File: src/rtl/sha256_engine_mp.sv
// SHA-256/224 compression engine with a bus-written 16-word message buffer,
// a rolling 16-word schedule window and UNROLL rounds per clock.
module sha256_engine_mp #(
  parameter int UNROLL    = 1,
  parameter bit SHA224_EN = 1'b1
) (
  input  logic         clk,
  input  logic         reset,
  input  logic         chipselect,
  input  logic         write,
  input  logic [3:0]   address,
  input  logic [31:0]  writedata,
  input  logic         start,
  input  logic         init,
  input  logic         mode224,
  output logic         busy,
  output logic         done,
  output logic [255:0] digest,
  output logic [1:0]   dbg_state
);

  localparam logic [1:0] S_IDLE  = 2'd0;
  localparam logic [1:0] S_ROUND = 2'd1;
  localparam logic [1:0] S_FINAL = 2'd2;

  localparam logic [5:0] STEP = 6'(UNROLL);
  localparam logic [5:0] LAST = 6'(64 - UNROLL);

  localparam logic [255:0] IV256 = {32'h6a09e667, 32'hbb67ae85, 32'h3c6ef372, 32'ha54ff53a,
                                    32'h510e527f, 32'h9b05688c, 32'h1f83d9ab, 32'h5be0cd19};
  localparam logic [255:0] IV224 = {32'hc1059ed8, 32'h367cd507, 32'h3070dd17, 32'hf70e5939,
                                    32'hffc00b31, 32'h68581511, 32'h64f98fa7, 32'hbefa4fa4};

  localparam logic [31:0] K [0:63] = '{
    32'h428a2f98, 32'h71374491, 32'hb5c0fbcf, 32'he9b5dba5, 32'h3956c25b, 32'h59f111f1, 32'h923f82a4, 32'hab1c5ed5,
    32'hd807aa98, 32'h12835b01, 32'h243185be, 32'h550c7dc3, 32'h72be5d74, 32'h80deb1fe, 32'h9bdc06a7, 32'hc19bf174,
    32'he49b69c1, 32'hefbe4786, 32'h0fc19dc6, 32'h240ca1cc, 32'h2de92c6f, 32'h4a7484aa, 32'h5cb0a9dc, 32'h76f988da,
    32'h983e5152, 32'ha831c66d, 32'hb00327c8, 32'hbf597fc7, 32'hc6e00bf3, 32'hd5a79147, 32'h06ca6351, 32'h14292967,
    32'h27b70a85, 32'h2e1b2138, 32'h4d2c6dfc, 32'h53380d13, 32'h650a7354, 32'h766a0abb, 32'h81c2c92e, 32'h92722c85,
    32'ha2bfe8a1, 32'ha81a664b, 32'hc24b8b70, 32'hc76c51a3, 32'hd192e819, 32'hd6990624, 32'hf40e3585, 32'h106aa070,
    32'h19a4c116, 32'h1e376c08, 32'h2748774c, 32'h34b0bcb5, 32'h391c0cb3, 32'h4ed8aa4a, 32'h5b9cca4f, 32'h682e6ff3,
    32'h748f82ee, 32'h78a5636f, 32'h84c87814, 32'h8cc70208, 32'h90befffa, 32'ha4506ceb, 32'hbef9a3f7, 32'hc67178f2
  };

  function automatic logic [31:0] rotr(input logic [31:0] x, input int n);
    return (x >> n) | (x << (32 - n));
  endfunction

  function automatic logic [31:0] bsig0(input logic [31:0] x);
    return rotr(x, 2) ^ rotr(x, 13) ^ rotr(x, 22);
  endfunction

  function automatic logic [31:0] bsig1(input logic [31:0] x);
    return rotr(x, 6) ^ rotr(x, 11) ^ rotr(x, 25);
  endfunction

  function automatic logic [31:0] ssig0(input logic [31:0] x);
    return rotr(x, 7) ^ rotr(x, 18) ^ (x >> 3);
  endfunction

  function automatic logic [31:0] ssig1(input logic [31:0] x);
    return rotr(x, 17) ^ rotr(x, 19) ^ (x >> 10);
  endfunction

  logic [1:0]   r_state;
  logic [5:0]   r_cnt;
  logic         r_done;
  logic [31:0]  r_msg [0:15];
  logic [31:0]  r_w   [0:15];
  logic [31:0]  r_v   [0:7];
  logic [31:0]  r_h   [0:7];
  logic [31:0]  w_w_nxt [0:15];
  logic [31:0]  w_v_nxt [0:7];
  logic [255:0] w_iv;

  assign w_iv      = (SHA224_EN && mode224) ? IV224 : IV256;
  assign busy      = (r_state != S_IDLE);
  assign done      = r_done;
  assign dbg_state = r_state;

  always_comb begin
    for (int i = 0; i < 8; i++) digest[255 - 32*i -: 32] = r_h[i];
  end

  // Window holds W[cnt..cnt+15]; extend by UNROLL words and slide forward.
  always_comb begin : sched
    logic [31:0] ext [0:15+UNROLL];
    for (int i = 0; i < 16; i++) ext[i] = r_w[i];
    for (int k = 0; k < UNROLL; k++)
      ext[16+k] = ssig1(ext[14+k]) + ext[9+k] + ssig0(ext[1+k]) + ext[k];
    for (int i = 0; i < 16; i++) w_w_nxt[i] = ext[i+UNROLL];
  end

  always_comb begin : rounds
    logic [31:0] v [0:7];
    logic [31:0] t1;
    logic [31:0] t2;
    logic [5:0]  t;
    for (int i = 0; i < 8; i++) v[i] = r_v[i];
    t1 = '0;
    t2 = '0;
    t  = '0;
    for (int j = 0; j < UNROLL; j++) begin
      t  = r_cnt + 6'(j);
      t1 = v[7] + bsig1(v[4]) + ((v[4] & v[5]) ^ (~v[4] & v[6])) + K[t] + r_w[j];
      t2 = bsig0(v[0]) + ((v[0] & v[1]) ^ (v[0] & v[2]) ^ (v[1] & v[2]));
      v[7] = v[6]; v[6] = v[5]; v[5] = v[4]; v[4] = v[3] + t1;
      v[3] = v[2]; v[2] = v[1]; v[1] = v[0]; v[0] = t1 + t2;
    end
    for (int i = 0; i < 8; i++) w_v_nxt[i] = v[i];
  end

  // Buffer is not reset; reset only blocks writes in its own cycle.
  always_ff @(posedge clk) begin
    if (!reset && chipselect && write) r_msg[address] <= writedata;
  end

  always_ff @(posedge clk) begin
    if (reset) begin
      r_state <= S_IDLE;
      r_cnt   <= '0;
      r_done  <= 1'b0;
      for (int i = 0; i < 8; i++) r_h[i] <= IV256[255 - 32*i -: 32];
    end else begin
      r_done <= 1'b0;
      case (r_state)
        S_IDLE: if (start) begin
          r_state <= S_ROUND;
          r_cnt   <= '0;
          for (int i = 0; i < 16; i++) r_w[i] <= r_msg[i];
          for (int i = 0; i < 8; i++) begin
            if (init) begin
              r_h[i] <= w_iv[255 - 32*i -: 32];
              r_v[i] <= w_iv[255 - 32*i -: 32];
            end else begin
              r_v[i] <= r_h[i];
            end
          end
        end
        S_ROUND: begin
          for (int i = 0; i < 8; i++) r_v[i] <= w_v_nxt[i];
          for (int i = 0; i < 16; i++) r_w[i] <= w_w_nxt[i];
          if (r_cnt == LAST) begin
            r_state <= S_FINAL;
            r_cnt   <= '0;
          end else begin
            r_cnt <= r_cnt + STEP;
          end
        end
        S_FINAL: begin
          for (int i = 0; i < 8; i++) r_h[i] <= r_h[i] + r_v[i];
          r_state <= S_IDLE;
          r_done  <= 1'b1;
        end
        default: r_state <= S_IDLE;
      endcase
    end
  end

endmodule

File: config.mk
export PLATFORM = sky130hd
export DESIGN_NAME = sha256_engine_mp
export DESIGN_NICKNAME = d
export VERILOG_FILES = /design/src/rtl/sha256_engine_mp.sv
export SDC_FILE = /design/constraint.sdc
export NUM_CORES = 2
export LEC_CHECK = 0
export ABC_AREA = 0
export CAP_MARGIN = 20
export CELL_PAD_IN_SITES_DETAIL_PLACEMENT = 0
export CELL_PAD_IN_SITES_GLOBAL_PLACEMENT = 2
export CORE_MARGIN = 2
export CORE_UTILIZATION = 47
export CTS_BUF_LIST = sky130_fd_sc_hd__clkbuf_16
export CTS_CLUSTER_SIZE = 14
export DETAILED_ROUTE_END_ITERATION = 10
export DONT_BUFFER_PORTS = 1
export GPL_ROUTABILITY_DRIVEN = 0
export PLACE_DENSITY = 0.89
export RECOVER_POWER = 25
export SLEW_MARGIN = 40
export SYNTH_ARGS = -nofsm -noshare
export SYNTH_HDL_FRONTEND = slang
export SYNTH_SLANG_ARGS = --single-unit
File: constraint.sdc
create_clock -name clk -period 52.4 [get_ports clk]
set_input_delay 10.48 -clock clk [delete_from_list [all_inputs] [get_ports clk]]
set_output_delay 10.48 -clock clk [all_outputs]
set_load 0.01 [all_outputs]
# Word level (Yosys, flattened, before mapping)
# Memories as Yosys holds them, arrays and structs flattened.
# Cells that the tools add are included.
# Widths: inputs -> output; s select.
# op_classes
magnitude_cmp,1
bitwise_logic,76
add_sub_neg,19
n_eq_ne,5
n_mux,81
n_reduce_logical,8
# ops
cell,n
$mux 32,50
$add 32x32->32,18
$xor 32x32->32,9
$mux 256,1
$and 32x32->32,5
$or 1x1->1,48
$not 32->32,1
$or 10x32->32,1
$or 13x32->32,1
$or 14x32->32,1
$or 15x32->32,1
$or 19x32->32,1
$or 21x32->32,1
$or 25x32->32,1
$or 26x32->32,1
$or 30x32->32,1
$or 7x32->32,1
$xor 32x22->32,1
$xor 32x29->32,1
$mux 1,24
$mux 6,2
$pmux 6 s2,1
$ge 7x7->1 const B,1
$not 6->7,1
12 further kinds,17
# totals
ff_bits,9
ramBits,1536
mem_count,5
romBits,2048
input_bits,43
# mem_list
memory,words,word_bits,read_ports,rd_clocked_by_memory_dff,write_ports,line_no,source
(name not given),64,32,1,0,0,105,t1 = v[7] + bsig1(v[4]) + ((v[4] & v[5]) ^ (~v[4] & v[6])) + K[t] + r_w[j];
r_msg,16,32,16,0,1,68,logic [31:0] r_msg [0:15];
r_w,16,32,16,0,16,69,logic [31:0] r_w [0:15];
r_h,8,32,8,0,8,71,logic [31:0] r_h [0:7];
r_v,8,32,8,0,8,70,logic [31:0] r_v [0:7];

# Depth between registers and ports, before layout
# depth
depth_word,9
depth_mapped,42

# Worst setup path after synthesis
# No wires, ideal clock.
# synth_path
kind,input to register
start,input port reset
end,"memory r_w[0][0], enable pin"
path_slack_ns,18.921
t_required_ns,50.998
arrival_ns,32.077
stages,3
path_cell_list,clkbuf_1 > clkbuf_1 > nor2_1
# synth_lines
item,line_no,source
from (decl),8,"input logic reset,"
to (decl),69,

==> metrics.txt <==
clock sink count=around 1500; Final ANT Viol Nets=0; CTS tree=done; initial antenna violation count=4; EDFF count, synth=1522; # hold bufs at CTS=0; max_cap viols=13; Ys Warns=0; Critical Path Sink Type=register; largest family of logic cells by synthesized area=compound AO/OA/AOI/OAI gates; arrival time at the worst endpoint=about 18 ns; clk_lat worst skew=approximately 0.85 ns; #FFs+latches synth=roughly 1500; hold depth=2; CP Launch Type=primary input; Post CTS Setup Buffer Count=0; drt pass-1 iters=8; Main synth FF type=edfxtp_1; Buffers on Ports=0; Post-Synth Adder-Cell Area=10.4%; DR DRC count=0; hold endpoint=r_w[0][421]; global route total overflow=0; RSZ-0062 raised after global routing=false; Syn Std Cell Area=roughly 0.085 mm2; outcome=finished with violations; chip height=429 um; asr flop ratio synth=0%; first-pass GRT wire length=about 390 mm; Final setup viols=0; worst slew pin tran=just under 6 ns; Unique masters post-synth=90; Starting Density=47.4%; compound-cell area share of the yosys netlist=12.8%; Root Buffer=clkbuf_16; ratio of final minimum period to clock period=~34%; Tmin final=~18 ns; Critical R2R Launch=r_cnt[1]; diodes inserted=0; Final #Nets=about 8000; core area=between 0.15 and 0.2 mm2; Synth Area in Simple Gates=between 10 and 15%; Mapped Avg Cell Area=between 10 and 15 um2; H-tree levels=4; Post-Layout Cell Count=a little over 10000; clock tree buffer depth=3; multiplexer share of the synthesized area=0.750%; critical path, cell by cell=nand2_1 > nor2_1 > clkbuf_1 > clkbuf_1 > o21ai_0; Final Slew Violations=between 700 and 800; CP max stage cell=clkbuf_1; HP Start=r_msg[13][5]; Hold WC Path Type=register to register; largest net degree at the start of global routing=between 100 and 150; die area=roughly 0.18 mm2; Max-Slew Margin vs Limit=-292%; Clock transition at path regs=approximately 0.06 ns; Synth Instances=7721; die width=roughly 430 um; DR iter-0 viols=approximately 6600; CP most frequent cell=clkbuf_1; Worst EP required=roughly 53 ns; CP max stage delay=roughly 3.7 ns; highest clock rate=55.4 MHz; area delta synth->final=9.16%; reg-to-reg endpoint=r_v[0][28]; setup TNS=0 ns; Via density=~6.0; failing checks=max-capacitance violations, max-slew violations; kind of critical path=primary input to register; CTS resizes=0; layout filler cell count=~16000; sequential share of the synthesized area=between 50% and 60%; CP Max Fanout=roughly 110; Reg2Reg Setup Slack=~42 ns; DP Cell Count=between 9000 and 10000; fraction of layout cells with a size suffix above 1=5.04%; R2R cell count=38; number of global-route vias before repair=57400; Row Count=roughly 160; Synth Area in XOR/XNOR=slightly below 6%; GRT Total Usage=roughly 29%; via count=roughly 60000; skew final=around 0.041 ns; syn_nets=approximately 8400; io pins=a little over 300; TritonCTS Buffers=168; hold violation count in the final report=0; drt wl/cell=between 20 and 30 um; Final HPWL DP=188 mm; Total Wirelength=between 200 and 300 mm
## layout make-up
class	count	area, um2	area share [%]
Tap cell	2355	2950	3.19
Clock buffer	171	4280	4.63
Inverter	322	1210	1.31
Clock inverter	133	1030	1.11
Multi-Input combinational cell	5486	36100	39.1
Timing Repair Buffer	76	711	0.768
Sequential cell	1545	46200	49.9
## worst max-delay path, delay by kind of cell
kind	cells	cell delay, ns
AOI/OAI and AO/OA	1	0.53
and+or+nand+nor	2	0.61
buffers and inverters	2	6.70
## sequential cells by signal, summed over array words and instances, names as in the netlist
signal,flops
r_v,256
r_msg,512
done,1
r_h,256
r_w,512
r_cnt,6
dbg_state,2
## layout by cell type, fill, tap and decap left out, types with 43 or more instances in the layout
master,Yosys,final
fa_1,195,195
clkinv_1,1,43
a22o_1,44,44
a221o_1,61,61
clkbuf_16,0,171
or3_1,44,43
nand2b_1,81,81
nor2_1,321,305
a21oi_1,472,472
o21ai_1,53,51
ha_1,393,393
a211oi_1,79,79
edfxtp_1,1522,1522
o21a_1,56,56
xnor2_1,371,370
o21ai_0,399,401
nor2b_1,53,53
nand2_1,1824,1822
inv_1,319,348
nand3_1,78,78
nor3_1,71,67
xor2_1,196,195
a21o_1,196,196
a31oi_1,52,52
## cells by family (layout without fill, tap and decap cells)
logic type                 count (synthesis)  after routing
xor gates and xnor gates                 567            567
adders and majority gates                590            590
and+or+nand+nor                         2585           2585
DFF                                     1545           1545
AOI/OAI and AO/OA                       1692           1692
buffers and inverters                    690            702
muxes                                     52             52
## through the flow
step	hold slack (ns)	area, um2	utilization, %	setup slack (ns)
floorplan	0.484	84700	-	18.92
global placement	0.485	87000	48.7	38.51
detailed placement	0.490	87300	48.8	38.89
CTS	0.463	92600	51.8	39.71
global route	0.496	92500	51.7	33.46
finish	0.478	92500	51.7	34.35
## cell usage after synthesis (8+ instances only)
cell          n  area (um2)
nand2_1    1824        6850
edfxtp_1   1522       45700
a21oi_1     472        2360
o21ai_0     399        2000
ha_1        393        4920
xnor2_1     371        3250
clkbuf_1    345        1290
nor2_1      321        1200
inv_1       319        1200
a21o_1      196        1470
xor2_1      196        1720
fa_1        195        3900
nand2b_1     81         507
a211oi_1     79         593
nand3_1      78         390
nor3_1       71         355
a221o_1      61         611
o21a_1       56         420
nor2b_1      53         332
o21ai_1      53         265
a31oi_1      52         325
a22o_1       44         385
or3_1        44         275
o22a_1       34         298
o211ai_1     32         240
o31ai_1      27         203
and3_1       26         163
o21bai_1     25         188
dfxtp_1      23         460
mux2i_1      23         230
buf_1        22        82.6
mux2_2       22         248
nand4_1      22         138
and2_1       16         100
a211o_1      14         123
a22oi_1      12        90.1
o22ai_1      11        68.8
or2_2        11        68.8
nor3b_1       9        67.6
o31a_1        9        78.8
a2111oi_0     8        70.1
a21boi_0      8        60.1
a21boi_1      8        60.1
a311oi_1      8        70.1
## how the worst max path moves through the flow
stage,depth (start not counted),end,start
CTS,2,busy,dbg_state[1]
global placement,6,r_w[0][180],start
floorplan,3,r_w[0][0],reset
finish,5,r_w[0][489],start
detailed placement,6,r_h[0][112],reset
global route,5,r_w[0][487],start
## per-layer routing
metal | share of wire, % | vias up | global-route usage (%)
li1 | - | 27200 | -
met4 | 4.9 | 4 | 12.5
met3 | 8.5 | 551 | 5.81
met1 | 41 | 29800 | 38.5
met5 | 0.0093 | - | 0
met2 | 46 | 2639 | 45.4
Power is left out: the tool's default activity adds up to more than one toggle a clock period on the data nets, which glitch-free logic cannot reach.
